--- src/rtl/stack_mac_drain.sv ---
// Drains replicated operand A from the stack's show-ahead port, pairs it with a
// B stream, and accumulates a signed dot product of cfg_len terms per job.
//
// state | meaning
// IDLE  | waiting for start with a non-zero length
// RUN   | issuing one term per cycle when stack and B are both available
// FLUSH | last term in the product stage, result loads next edge
// OUT   | result held on res_data/res_valid until accepted
module stack_mac_drain #(
   parameter int A_W   = 32,
   parameter int B_W   = 16,
   parameter int ACC_W = 48,
   parameter int LEN_W = 16,
   parameter bit SAT   = 1'b0
) (
   input  logic             clk,
   input  logic             rst,
   input  logic             start,
   input  logic [LEN_W-1:0] cfg_len,
   input  logic             abort,
   input  logic [A_W-1:0]   fifo_dout,
   input  logic             fifo_empty,
   output logic             fifo_rden,
   input  logic [B_W-1:0]   b_data,
   input  logic             b_valid,
   output logic             b_ready,
   output logic [ACC_W-1:0] res_data,
   output logic             res_valid,
   input  logic             res_ready,
   output logic             busy
);

   localparam int P_W = A_W + B_W;
   localparam logic [ACC_W-1:0] ACC_MAX = {1'b0, {(ACC_W-1){1'b1}}};
   localparam logic [ACC_W-1:0] ACC_MIN = {1'b1, {(ACC_W-1){1'b0}}};

   typedef enum logic [1:0] {
      S_IDLE  = 2'd0,
      S_RUN   = 2'd1,
      S_FLUSH = 2'd2,
      S_OUT   = 2'd3
   } state_t;

   state_t                  state_q, state_d;
   logic [LEN_W-1:0]        len_q, len_d;
   logic [LEN_W-1:0]        issued_q, issued_d;
   logic signed [P_W-1:0]   prod_q;
   logic                    prod_vld_q;
   logic [ACC_W-1:0]        acc_q, acc_d;
   logic [ACC_W-1:0]        res_q, res_d;
   logic                    res_vld_q, res_vld_d;

   logic                    fire;
   logic signed [P_W-1:0]   prod_w;
   logic signed [ACC_W-1:0] prod_ext;
   logic [ACC_W:0]          sum_w;
   logic                    ovf;
   logic [ACC_W-1:0]        acc_sum;

   // Gating on !fifo_empty keeps a pop from ever reaching an empty stack.
   assign fire = (state_q == S_RUN) && !abort && !fifo_empty && b_valid
                 && (issued_q < len_q);

   assign prod_w = P_W'($signed(fifo_dout)) * P_W'($signed(b_data));

   assign prod_ext = ACC_W'(prod_q);
   assign sum_w    = {acc_q[ACC_W-1], acc_q} + {prod_ext[ACC_W-1], prod_ext};
   assign ovf      = sum_w[ACC_W] ^ sum_w[ACC_W-1];

   always_comb begin
      acc_sum = sum_w[ACC_W-1:0];
      if (SAT && ovf) begin
         acc_sum = sum_w[ACC_W] ? ACC_MIN : ACC_MAX;
      end
   end

   always_ff @(posedge clk or posedge rst) begin
      if (rst) begin
         prod_q     <= '0;
         prod_vld_q <= 1'b0;
      end else begin
         prod_vld_q <= fire;
         if (fire) begin
            prod_q <= prod_w;
         end
      end
   end

   always_ff @(posedge clk or posedge rst) begin
      if (rst) begin
         state_q   <= S_IDLE;
         len_q     <= '0;
         issued_q  <= '0;
         acc_q     <= '0;
         res_q     <= '0;
         res_vld_q <= 1'b0;
      end else begin
         state_q   <= state_d;
         len_q     <= len_d;
         issued_q  <= issued_d;
         acc_q     <= acc_d;
         res_q     <= res_d;
         res_vld_q <= res_vld_d;
      end
   end

   always_comb begin
      state_d   = state_q;
      len_d     = len_q;
      issued_d  = issued_q;
      acc_d     = acc_q;
      res_d     = res_q;
      res_vld_d = res_vld_q;

      if (prod_vld_q) begin
         acc_d = acc_sum;
      end

      case (state_q)
         S_IDLE: begin
            if (start && (cfg_len != '0)) begin
               len_d    = cfg_len;
               issued_d = '0;
               acc_d    = '0;
               state_d  = S_RUN;
            end
         end
         S_RUN: begin
            if (fire) begin
               issued_d = issued_q + 1'b1;
               if ((issued_q + 1'b1) == len_q) begin
                  state_d = S_FLUSH;
               end
            end
         end
         S_FLUSH: begin
            // The last product is in stage 1; take the sum it is about to form.
            if (prod_vld_q) begin
               res_d     = acc_sum;
               res_vld_d = 1'b1;
               state_d   = S_OUT;
            end
         end
         S_OUT: begin
            if (res_ready) begin
               res_vld_d = 1'b0;
               state_d   = S_IDLE;
            end
         end
         default: begin
            state_d = S_IDLE;
         end
      endcase

      if (abort && (state_q != S_IDLE)) begin
         res_vld_d = 1'b0;
         state_d   = S_IDLE;
      end
   end

   assign fifo_rden = fire;
   assign b_ready   = fire;
   assign res_data  = res_q;
   assign res_valid = res_vld_q && !abort;
   assign busy      = (state_q != S_IDLE);

endmodule

--- config.mk ---
export PLATFORM = sky130hd
export DESIGN_NAME = stack_mac_drain
export DESIGN_NICKNAME = d
export VERILOG_FILES = /design/src/rtl/stack_mac_drain.sv
export SDC_FILE = /design/constraint.sdc
export NUM_CORES = 2
export LEC_CHECK = 0
export CAP_MARGIN = 20
export CORE_MARGIN = 2
export CORE_UTILIZATION = 40
export DETAILED_ROUTE_END_ITERATION = 8
export GPL_TIMING_DRIVEN = 1
export PLACE_DENSITY_LB_ADDON = 0.15
export SYNTH_ARGS = -nofsm -noshare
export SYNTH_HDL_FRONTEND = slang
export SYNTH_SLANG_ARGS = --single-unit
--- constraint.sdc ---
create_clock -name clk -period 6.45 [get_ports clk]
set_input_delay 1.6125 -clock clk [delete_from_list [all_inputs] [get_ports clk]]
set_output_delay 1.6125 -clock clk [all_outputs]
set_load 0.03 [all_outputs]
==> qor.csv <==
stage,metric,value,unit
clocking,h-tree-depth,4,
timing,slew_headroom,0.345,
setup_path,slowest_stage,fa_1,
setup_path,r2r-start,state_q[1],
timing,fin_ws,-0.599,ns
route,firstDrtPassIters,6,
setup_path,r2r_end,issued_q[10],
yosys,netlist.area_leader.share,0.341,
setup_path,r2r_cells,11,
yosys,synth_ff_type,dfrtp_1,
setup_path,startpoint_type,primary input,
route,drc,0,
timing,slew_viol_final,0,
global_route,gr-total-overflow,0,
global_route,grt_pass1_wl,134000,µm
route,vias,23100,
placed_design,portBuffers,122,
timing,rsz0062_at_grt,true,
finish,final_area,36500,µm²
route,vias_per_cell,5.03,
finish,n_antenna_cell,0,
yosys,synth_commonest_cells,"inv_1, fa_1, nand2_1",
global_route,grt.total_usage,0.228,
yosys,postSynthCellCount,3221,
timing,setup_violations,31,
clocking,clock_latency,0.45,ns
finish,instances_no_fill,4596,
floorplanning,start_util,0.402,
timing,fin_worst_skew,0.0105,ns
hold_path,min_path_type,flip-flop to flip-flop,
finish,nets,4373,
placed_design,hpwl,63300,µm
floorplanning,rows,98,
clocking,clk_path_buf_depth,2,
clocking,cts.sinks,180,
yosys,synth_compound_area_frac,0.101,
clocking,path_clk_slew,0.06,ns
yosys,synth_area,28600,µm²
floorplanning,core-area,71100,µm²
placed_design,gp_congestion,0.885,
clocking,cts_hold_buf,0,
floorplanning,io_pins,123,
setup_path,worstPathRequired,6.83,ns
yosys,synthMuxAreaShare,0.0185,
timing,max_freq,142,MHz
setup_path,regToRegSetupSlack,2.82,ns
yosys,yosysMostFrequentCell,inv_1,
placed_design,dp.cells,4435,
clocking,cts_root_buffer,clkbuf_16,
finish,final_core_util,0.514,
yosys,post_synth_xor_area_fraction,0.0339,
timing,fin_crit_sh,1.09,
status,violations,setup timing,
yosys,async_reset_ff_frac,1.00,
status,outcome,finished with violations,
yosys,syn_nets,3961,
setup_path,crit_path_frequent_cell,fa_1,
yosys,avgSynthCellArea,8.88,µm²
route,wl,82600,µm
floorplanning,dieArea,73700,µm²
setup_path,crit_arrival,7.43,ns
timing,tightest_slew,0.978,ns
global_route,first_global_vias,24700,
setup_path,slowest_delay,0.56,ns
route,dr.first_iter.drc_count,1543,
setup_path,cp-startpoint,b_data[6],
yosys,ys_types,80,
yosys,yosysTopAreaCell,fa_1,
yosys,synth_top_family_by_area,adder cells,
yosys,synth_edf_count,0,
route,ant_nets,0,
yosys,ys_warn_count,0,
timing,hold_viol,0,
setup_path,crit_end,prod_ext[46],
timing,fin_crit,7.05,ns
setup_path,criticalPathCategory,primary input to flip-flop,
yosys,synth_adder_area_share,0.421,
timing,finalSetupTns,-11.36,ns
floorplanning,die_h,271,µm
setup_path,path_max_fanout,7,
finish,syn_to_final_growth,27.7,%
route,wl_per_cell,18.0,µm
floorplanning,die_w,271,µm
yosys,synth_seq_cells,180,
yosys,ys_seq_area_frac,0.157,
finish,drive_gt1_frac,0.220,
global_route,grt_start_max_net_pins,71,
yosys,synthSimpleGateAreaFrac,0.169,
clocking,cts_made_buffers,17,
yosys,synth_area_leaders,"fa_1, dfrtp_1, inv_1, ha_1, nand2_1",
global_route,antenna_found_initial,0,
clocking,cts_tree,yes,
job,cap_violations,0,
placed_design,postPlaceCellArea,33100,µm²
setup_path,cp-end-kind,flip-flop,
finish,num-fill-cells,6632,
==> stage by stage <==
stage          hold slack (ns)  setup WS [ns]
4_1_cts                  0.479         -0.629
6_report                 0.478         -0.599
2_1_floorplan            0.443         -0.598
3_3_place_gp             0.460          -1.59
5_1_grt                  0.505         -0.793
3_5_place_dp             0.464          -1.65
==> worst min-delay path by stage <==
stage                       from            to  cells past startpoint
floorplan            prod_ext[0]   prod_ext[0]                      2
global route        res_data[26]  res_data[26]                      2
global placement     prod_ext[0]   prod_ext[0]                      2
CTS                  prod_ext[0]   prod_ext[0]                      2
finish               prod_ext[0]   prod_ext[0]                      2
detailed placement   prod_ext[0]   prod_ext[0]                      2
==> worst max-delay path: cells and delay by family <==
kind | cells | cell delay (ns)
buffers and inverters | 8 | 0.72
and+or+nand+nor | 4 | 0.70
AOI/OAI and AO/OA | 6 | 1.06
adders and majority gates | 7 | 3.33
==> layout by cell type (no fill, tap or decap), types with 15 or more instances in the layout <==
master / netlist / final
a21o_1: 36 / 36
a21oi_1: 128 / 113
and2_1: 216 / 176
and2_4: 0 / 39
buf_12: 0 / 42
buf_2: 13 / 17
buf_4: 1 / 288
buf_6: 0 / 65
buf_8: 0 / 18
clkbuf_16: 0 / 18
clkdlybuf4s50_1: 0 / 73
dfrtp_1: 180 / 179
fa_1: 487 / 432
fa_2: 0 / 55
ha_1: 182 / 153
ha_4: 0 / 25
inv_1: 609 / 567
inv_2: 1 / 42
mux2_2: 22 / 22
mux2i_1: 28 / 28
nand2_1: 448 / 423
nand2_2: 0 / 21
nand2b_1: 22 / 22
nand3_1: 34 / 28
nand4_1: 23 / 23
nor2_1: 146 / 136
nor3_1: 22 / 19
o21a_1: 19 / 19
o21ai_0: 121 / 106
o21ai_1: 8 / 15
o31ai_1: 20 / 15
xnor2_1: 70 / 61
xor2_1: 38 / 36
==> state kept, by name (all words and copies together), names as in the netlist <==
register    cells
state_q         2
prod_vld_q      1
issued_q       16
res_vld_q       1
acc_q          48
len_q          16
res_data       48
prod_ext       48
==> logic make-up after synthesis <==
logic type / Yosys count
AOI/OAI and AO/OA: 456
DFF: 180
and+or+nand+nor: 1003
adders and majority gates: 669
muxes: 50
buffers and inverters: 754
xor gates and xnor gates: 109
==> repair_timing <==
item / in CTS / in global routing
gates resized for setup: 430 / 151
cloned: 19 / 1
setup buffers: 97 / 20
endpoints found under the setup margin: 35 / 35
pin swaps: 148 / 122
hold endpoints to repair: 0 / 0
==> cell type report <==
class | instances | area, µm² | area share
sequential | 180 | 4510 | 0.123
clock inverter | 11 | 125 | 0.00343
inverter | 610 | 2290 | 0.0628
timing repair buffer | 537 | 5510 | 0.151
tap | 950 | 1190 | 0.0325
clock buffer | 21 | 470 | 0.0129
multi-input combinational | 2287 | 22400 | 0.614
==> routing by layer <==
| metal | global-route usage | routed length (µm) | vias up |
|---|---|---|---|
| li1 | - | - | 10900 |
| met1 | 0.330 | 39400 | 11600 |
| met2 | 0.365 | 37800 | 565 |
| met3 | 0.0211 | 3330 | 105 |
| met4 | 0.0623 | 2080 | 0 |
| met5 | 0 | 0 | - |
Power is left out: the tool's default activity adds up to more than one toggle a clock period on the data nets, which glitch-free logic cannot reach.
